[config.mk]
export PLATFORM = sky130hd
export DESIGN_NAME = product_accumulator_flat
export DESIGN_NICKNAME = d
export VERILOG_FILES = /design/src/rtl/product_accumulator_if.sv /design/src/rtl/product_accumulator.sv /design/src/flat_wrapper.sv
export SDC_FILE = /design/constraint.sdc
export NUM_CORES = 1
export LEC_CHECK = 0
export CAP_MARGIN = 5
export CORE_ASPECT_RATIO = 1.25
export CORE_UTILIZATION = 50
export DETAILED_ROUTE_END_ITERATION = 12
export PLACE_DENSITY = 0.77
export SLEW_MARGIN = 20
export SYNTH_ARGS = -nofsm -noshare
export SYNTH_HDL_FRONTEND = slang
export SYNTH_SLANG_ARGS = --single-unit
[constraint.sdc]
create_clock -name clk -period 7.4 [get_ports clk]
set_clock_uncertainty 0.2 [all_clocks]
set_input_delay 1.48 -clock clk [delete_from_list [all_inputs] [get_ports clk]]
set_output_delay 1.48 -clock clk [all_outputs]
set_load 0.02 [all_outputs]
[src/rtl/product_accumulator_if.sv]
// Handshake bundle for the product accumulator: the product stream in and the
// saturated result stream out.
interface product_accumulator_if;
  logic        in_valid;
  logic        in_ready;
  logic [31:0] in_product;
  logic        in_neg;
  logic        in_last;
  logic        out_valid;
  logic        out_ready;
  logic [15:0] out_data;
  logic        out_sat;
  logic        out_ovf;
  logic [6:0]  out_count;

  modport master (
    output in_valid, in_product, in_neg, in_last, out_ready,
    input  in_ready, out_valid, out_data, out_sat, out_ovf, out_count
  );

  modport slave (
    input  in_valid, in_product, in_neg, in_last, out_ready,
    output in_ready, out_valid, out_data, out_sat, out_ovf, out_count
  );
endinterface

[src/rtl/product_accumulator.sv]
// Rescales unsigned fixed-point products, adds or subtracts them into a signed
// accumulator, and emits a saturated 16-bit signed sum on the last term.
module product_accumulator #(
  parameter int FRAC_BITS = 8,
  parameter int ACC_W     = 40,
  parameter int MAX_TERMS = 64
) (
  input logic                  clk,
  input logic                  rst_n,
  product_accumulator_if.slave bus
);

  typedef enum logic [1:0] {ACCUM, FLUSH, HOLD} state_e;

  localparam logic signed [ACC_W-1:0] SAT_MAX = ACC_W'(32767);
  localparam logic signed [ACC_W-1:0] SAT_MIN = -ACC_W'(32768);

  // Round half-up on the magnitude, then apply the sign.
  function automatic logic signed [ACC_W-1:0] scale_term(input logic [31:0] prod,
                                                         input logic        neg);
    logic [32:0]      rnd;
    logic [ACC_W-1:0] mag;
    rnd = {1'b0, prod} + (33'd1 << (FRAC_BITS - 1));
    rnd = rnd >> FRAC_BITS;
    mag = {{(ACC_W-33){1'b0}}, rnd};
    return neg ? -$signed(mag) : $signed(mag);
  endfunction

  // Returns {clipped, data}.
  function automatic logic [16:0] sat16(input logic signed [ACC_W-1:0] a);
    if (a > SAT_MAX)      return {1'b1, 16'h7FFF};
    else if (a < SAT_MIN) return {1'b1, 16'h8000};
    else                  return {1'b0, a[15:0]};
  endfunction

  state_e                  state_q, state_d;
  logic                    p_vld_q;
  logic [31:0]             p_prod_q;
  logic                    p_neg_q;
  logic signed [ACC_W-1:0] acc_q, acc_d, term, acc_sum;
  logic [6:0]              cnt_q, cnt_d, cnt_inc;
  logic                    out_valid_q, out_valid_d;
  logic [15:0]             out_data_q, out_data_d;
  logic                    out_sat_q, out_sat_d;
  logic                    out_ovf_q, out_ovf_d;
  logic [6:0]              out_count_q, out_count_d;
  logic [16:0]             sat_res;
  logic                    accept;

  // in_ready is gated by rst_n so it reads 0 throughout reset.
  assign bus.in_ready  = rst_n && (state_q == ACCUM);
  assign accept        = bus.in_valid && bus.in_ready;
  assign term          = scale_term(p_prod_q, p_neg_q);
  assign acc_sum       = acc_q + term;
  assign cnt_inc       = (cnt_q == 7'd127) ? cnt_q : cnt_q + 7'd1;

  assign bus.out_valid = out_valid_q;
  assign bus.out_data  = out_data_q;
  assign bus.out_sat   = out_sat_q;
  assign bus.out_ovf   = out_ovf_q;
  assign bus.out_count = out_count_q;

  always_comb begin
    state_d     = state_q;
    acc_d       = p_vld_q ? acc_sum : acc_q;
    cnt_d       = p_vld_q ? cnt_inc : cnt_q;
    out_valid_d = out_valid_q;
    out_data_d  = out_data_q;
    out_sat_d   = out_sat_q;
    out_ovf_d   = out_ovf_q;
    out_count_d = out_count_q;
    sat_res     = sat16(acc_d);
    case (state_q)
      ACCUM: if (accept && bus.in_last) state_d = FLUSH;
      FLUSH: begin
        // The last term is still in the capture stage; acc_d already includes it.
        out_data_d  = sat_res[15:0];
        out_sat_d   = sat_res[16];
        out_ovf_d   = int'(cnt_d) > MAX_TERMS;
        out_count_d = cnt_d;
        out_valid_d = 1'b1;
        state_d     = HOLD;
      end
      HOLD: begin
        if (out_valid_q && bus.out_ready) begin
          out_valid_d = 1'b0;
          acc_d       = '0;
          cnt_d       = '0;
          state_d     = ACCUM;
        end
      end
      default: state_d = ACCUM;
    endcase
  end

  // Stage 1: capture the accepted term.
  always_ff @(posedge clk) begin
    if (accept) begin
      p_prod_q <= bus.in_product;
      p_neg_q  <= bus.in_neg;
    end
  end

  // Stage 2: accumulate, sequence control and registered result.
  always_ff @(posedge clk or negedge rst_n) begin
    if (!rst_n) begin
      state_q     <= ACCUM;
      p_vld_q     <= 1'b0;
      acc_q       <= '0;
      cnt_q       <= '0;
      out_valid_q <= 1'b0;
      out_data_q  <= '0;
      out_sat_q   <= 1'b0;
      out_ovf_q   <= 1'b0;
      out_count_q <= '0;
    end else begin
      state_q     <= state_d;
      p_vld_q     <= accept;
      acc_q       <= acc_d;
      cnt_q       <= cnt_d;
      out_valid_q <= out_valid_d;
      out_data_q  <= out_data_d;
      out_sat_q   <= out_sat_d;
      out_ovf_q   <= out_ovf_d;
      out_count_q <= out_count_d;
    end
  end

endmodule

[src/flat_wrapper.sv]
// flat-port wrapper written by rule: the top's interface ports become plain ports
module product_accumulator_flat 
#(
  parameter int FRAC_BITS = 8,
  parameter int ACC_W     = 40,
  parameter int MAX_TERMS = 64
)
  (clk, rst_n, bus_in_valid, bus_in_product, bus_in_neg, bus_in_last, bus_out_ready, bus_in_ready, bus_out_valid, bus_out_data, bus_out_sat, bus_out_ovf, bus_out_count);
  product_accumulator_if bus_i ();
  input logic clk;
  input logic rst_n;
  input wire logic [$bits(bus_i.in_valid)-1:0] bus_in_valid;
  input wire logic [$bits(bus_i.in_product)-1:0] bus_in_product;
  input wire logic [$bits(bus_i.in_neg)-1:0] bus_in_neg;
  input wire logic [$bits(bus_i.in_last)-1:0] bus_in_last;
  input wire logic [$bits(bus_i.out_ready)-1:0] bus_out_ready;
  output wire logic [$bits(bus_i.in_ready)-1:0] bus_in_ready;
  output wire logic [$bits(bus_i.out_valid)-1:0] bus_out_valid;
  output wire logic [$bits(bus_i.out_data)-1:0] bus_out_data;
  output wire logic [$bits(bus_i.out_sat)-1:0] bus_out_sat;
  output wire logic [$bits(bus_i.out_ovf)-1:0] bus_out_ovf;
  output wire logic [$bits(bus_i.out_count)-1:0] bus_out_count;
  assign bus_i.in_valid = bus_in_valid;
  assign bus_i.in_product = bus_in_product;
  assign bus_i.in_neg = bus_in_neg;
  assign bus_i.in_last = bus_in_last;
  assign bus_i.out_ready = bus_out_ready;
  assign bus_in_ready = bus_i.in_ready;
  assign bus_out_valid = bus_i.out_valid;
  assign bus_out_data = bus_i.out_data;
  assign bus_out_sat = bus_i.out_sat;
  assign bus_out_ovf = bus_i.out_ovf;
  assign bus_out_count = bus_i.out_count;
  product_accumulator #(.FRAC_BITS(FRAC_BITS), .ACC_W(ACC_W), .MAX_TERMS(MAX_TERMS)) u_core (.clk(clk), .rst_n(rst_n), .bus(bus_i));
endmodule
==> impl_metrics.toml <==
[floorplanning]
die_h_um = 143
dieWidth_um = 115
initial_core_util = 0.513
core-area_um2 = 15600
die_area_um2 = 16500
std_cell_rows = 51
pin_count = 65

[cells_and_area]
final_common_cell = "nor2_1"
num_antenna_cells = 0
nets = 1070
layout_common_cells = "123 x nor2_1, 94 x nand2_1, 75 x dfrtp_1, 70 x a21oi_1, 56 x clkdlybuf4s50_1"
fill_cells = 1434
drive_above_1_share = 0.0684
seq_area_um2 = 2680
synthToLayoutAreaGrowth_pct = 13.9
multi_input_area_um2 = 5030
final_area_um2 = 9100

[critical_path]
crit_start = "u_core.p_prod_q[8]"
rrSetupSlack_ns = 0.31
worstReg2RegEnd = "u_core.bus.out_data[9]"
endpoint_kind = "flip-flop"
start_kind = "flip-flop"
ff2ff_path_depth = 25
path_depth = 25
slowest_delay_ns = 0.56
cp_slowest_cell = "or4b_1"
crit_type = "reg -> reg"
cp_max_fo = 9
cp.arrival_ns = 7.18
critPathBufInv = 2
r2r-start = "u_core.p_prod_q[8]"
worst_path_dominant_cell_family = "simple AND/OR/NAND/NOR gates"
required_ns = 7.49
crit_end = "u_core.bus.out_data[9]"

[sta]
hold_viol = 0
setup_slack_ns = 0.310
tns_ns = 0
whs_ns = 0.279
tightestPinTransition_ns = 0.751
setup_viol = 0
fmax_mhz = 141
maxSlewHeadroom = 0.485
slew_violations = 0
finalCritPeriodShare = 0.958
fin_crit_ns = 7.09

[routing]
drc_errors = 0
ant_nets = 0
dr.first_iter.drc_count = 527
detail_route.wl_per_cell_um = 16.9
first_pass_iters = 5
vias = 7348
totalWireLength_um = 20400
avgViaCountPerCell = 6.09

[synth]
syn_nets = 1027
synth-seq-cells = 102
synth_warnings = 0
ys.flop_type = "dfrtp_1"
avgSynthCellArea_um2 = 8.44
synth_area_um2 = 7990
seq_area_frac_synth = 0.336
yosys.area.top_type = "dfrtp_1"
synth_top_area_frac = 0.238
async_flop_share = 0.745
syn_inst = 946
synth_edf_count = 26
yosys-top-cells-area = "dfrtp_1 24%, edfxtp_1 9.8%, ha_1 6.6%"
yosysUniqueCellTypes = 75

[power]
p_leak_nw = 3.68
p_per_area_nw_per_um2 = 384
ir_drop_v = 0.000177

[min_path]
hp-class = "reg -> reg"
min_from = "u_core.bus.out_count[2]"

[placement]
dpl_worst_slack_ns = 0.335
io_buffer_count = 57
placed_area_um2 = 8740
dp_hpwl_um = 15200
routabilityCongestion = 0.993

[global_routing]
grt_pass1_wl_um = 33100
grt_pass1_vias = 7027
grt-ovfl-total = 0
grtUsageTotal = 0.257
antenna_found_initial = 0
grt_max_degree = 55

[cts]
cts_max_level = 3
clk_pin_slew_ns = 0.08
clockRootBuffer = "clkbuf_16"
hold_buffers = 0
cts.sinks = 102
clock_latency_ns = 0.36
cts_tree = "yes"
cts_buffers = 9
clock_path_buffers = 2

[job]
cap_violations = 0

[outcome]
status = "complete, no violations"
[final cells by class]
type,count,area share
multi-input combinational,779,0.553
clock buffer,9,0.0248
clock inverter,7,0.0105
timing repair buffer,77,0.0790
sequential,102,0.295
inverter,20,0.00825
tap,212,0.0292
[worst min-delay path: cells and delay by family (launching register included)]
| kind | cells | cell delay [ns] |
|---|---|---|
| AO/OA/AOI/OAI | 1 | 0.06 |
| AND/OR/NAND/NOR | 1 | 0.04 |
| flip-flops | 1 | 0.35 |
[per-layer routing]
layer,vias to the layer above,GRT usage,share of wire
met5,-,0,0
met4,0,0.139,0.046
met3,64,0.0409,0.039
li1,3541,-,-
met2,214,0.456,0.51
met1,3529,0.295,0.41
[cells in the mapped netlist, types with 3 or more instances]
| cell type | instances |
|---|---|
| nor2_1 | 123 |
| nand2_1 | 94 |
| dfrtp_1 | 76 |
| a21oi_1 | 70 |
| xnor2_1 | 50 |
| o21ai_0 | 49 |
| ha_1 | 42 |
| clkbuf_1 | 31 |
| xor2_1 | 29 |
| nand3_1 | 28 |
| nand4_1 | 27 |
| edfxtp_1 | 26 |
| mux2i_1 | 26 |
| nor3_1 | 22 |
| inv_1 | 18 |
| a21o_1 | 17 |
| a31oi_1 | 15 |
| nor2b_1 | 14 |
| and3_1 | 11 |
| nand2b_1 | 11 |
| and2_1 | 10 |
| o21ai_1 | 10 |
| nor4_1 | 9 |
| buf_4 | 8 |
| or3_1 | 8 |
| a41oi_1 | 7 |
| o211ai_1 | 7 |
| o21a_1 | 7 |
| o31ai_1 | 7 |
| or4_1 | 5 |
| a31o_2 | 4 |
| nor3b_1 | 4 |
| o21bai_1 | 4 |
| a211oi_1 | 3 |
| a22oi_1 | 3 |
| a41o_1 | 3 |
| and3b_1 | 3 |
| and4_1 | 3 |
| buf_2 | 3 |
| mux2_2 | 3 |
| nand3b_1 | 3 |
| o2111a_1 | 3 |
| o2111ai_1 | 3 |
| o221ai_1 | 3 |
[sequential cells by signal, summed over array words and instances, names as in the netlist]
register	cells
u_core.acc_q	40
u_core.state_q	2
u_core.p_neg_q	1
u_core.bus.out_data	16
u_core.p_vld_q	1
u_core.p_prod_q	25
u_core.bus.out_count	7
u_core.cnt_q	7
u_core.bus.out_ovf	1
u_core.bus.out_valid	1
u_core.bus.out_sat	1
[cell families after synthesis]
group | share of synthesized area
buf+inv | 0.0357
mux | 0.0368
flops | 0.336
fa+ha+maj | 0.0683
simple gates | 0.241
xor+xnor | 0.0866
compound gates | 0.196
[report_power, final]
group / total (mW) / internal [mW] / switching (mW) / leakage, nW
Sequential: 0.959 / 0.785 / 0.174 / 1.14
Clock: 0.506 / 0.271 / 0.235 / 0.156
Combinational: 2.03 / 0.831 / 1.20 / 2.38
[per-stage QoR]
stage,util,total power [mW],instances
after floorplan,-,2.37,946
final,0.584,3.49,1206
after CTS,0.582,3.45,1203
after global routing,0.584,3.75,1206
after detailed placement,0.561,2.93,1187
after global placement,0.561,2.89,1187
[what timing repair did]
action,in CTS,in global routing
endpoints found under the setup margin,0,6
resized for setup,0,2
setup buffers,0,3
[worst min path at each step]
stage                     cells past startpoint                 endpoint  slack [ns]
after detailed placement                      2  u_core.bus.out_count[2]        0.27
after floorplan                               2          u_core.cnt_q[6]        0.28
after CTS                                     2  u_core.bus.out_count[2]        0.29
final                                         2  u_core.bus.out_count[2]        0.28
after global placement                        2  u_core.bus.out_count[2]        0.26
after global routing                          2  u_core.bus.out_count[3]        0.31
Power figures use the tool's default switching activity.
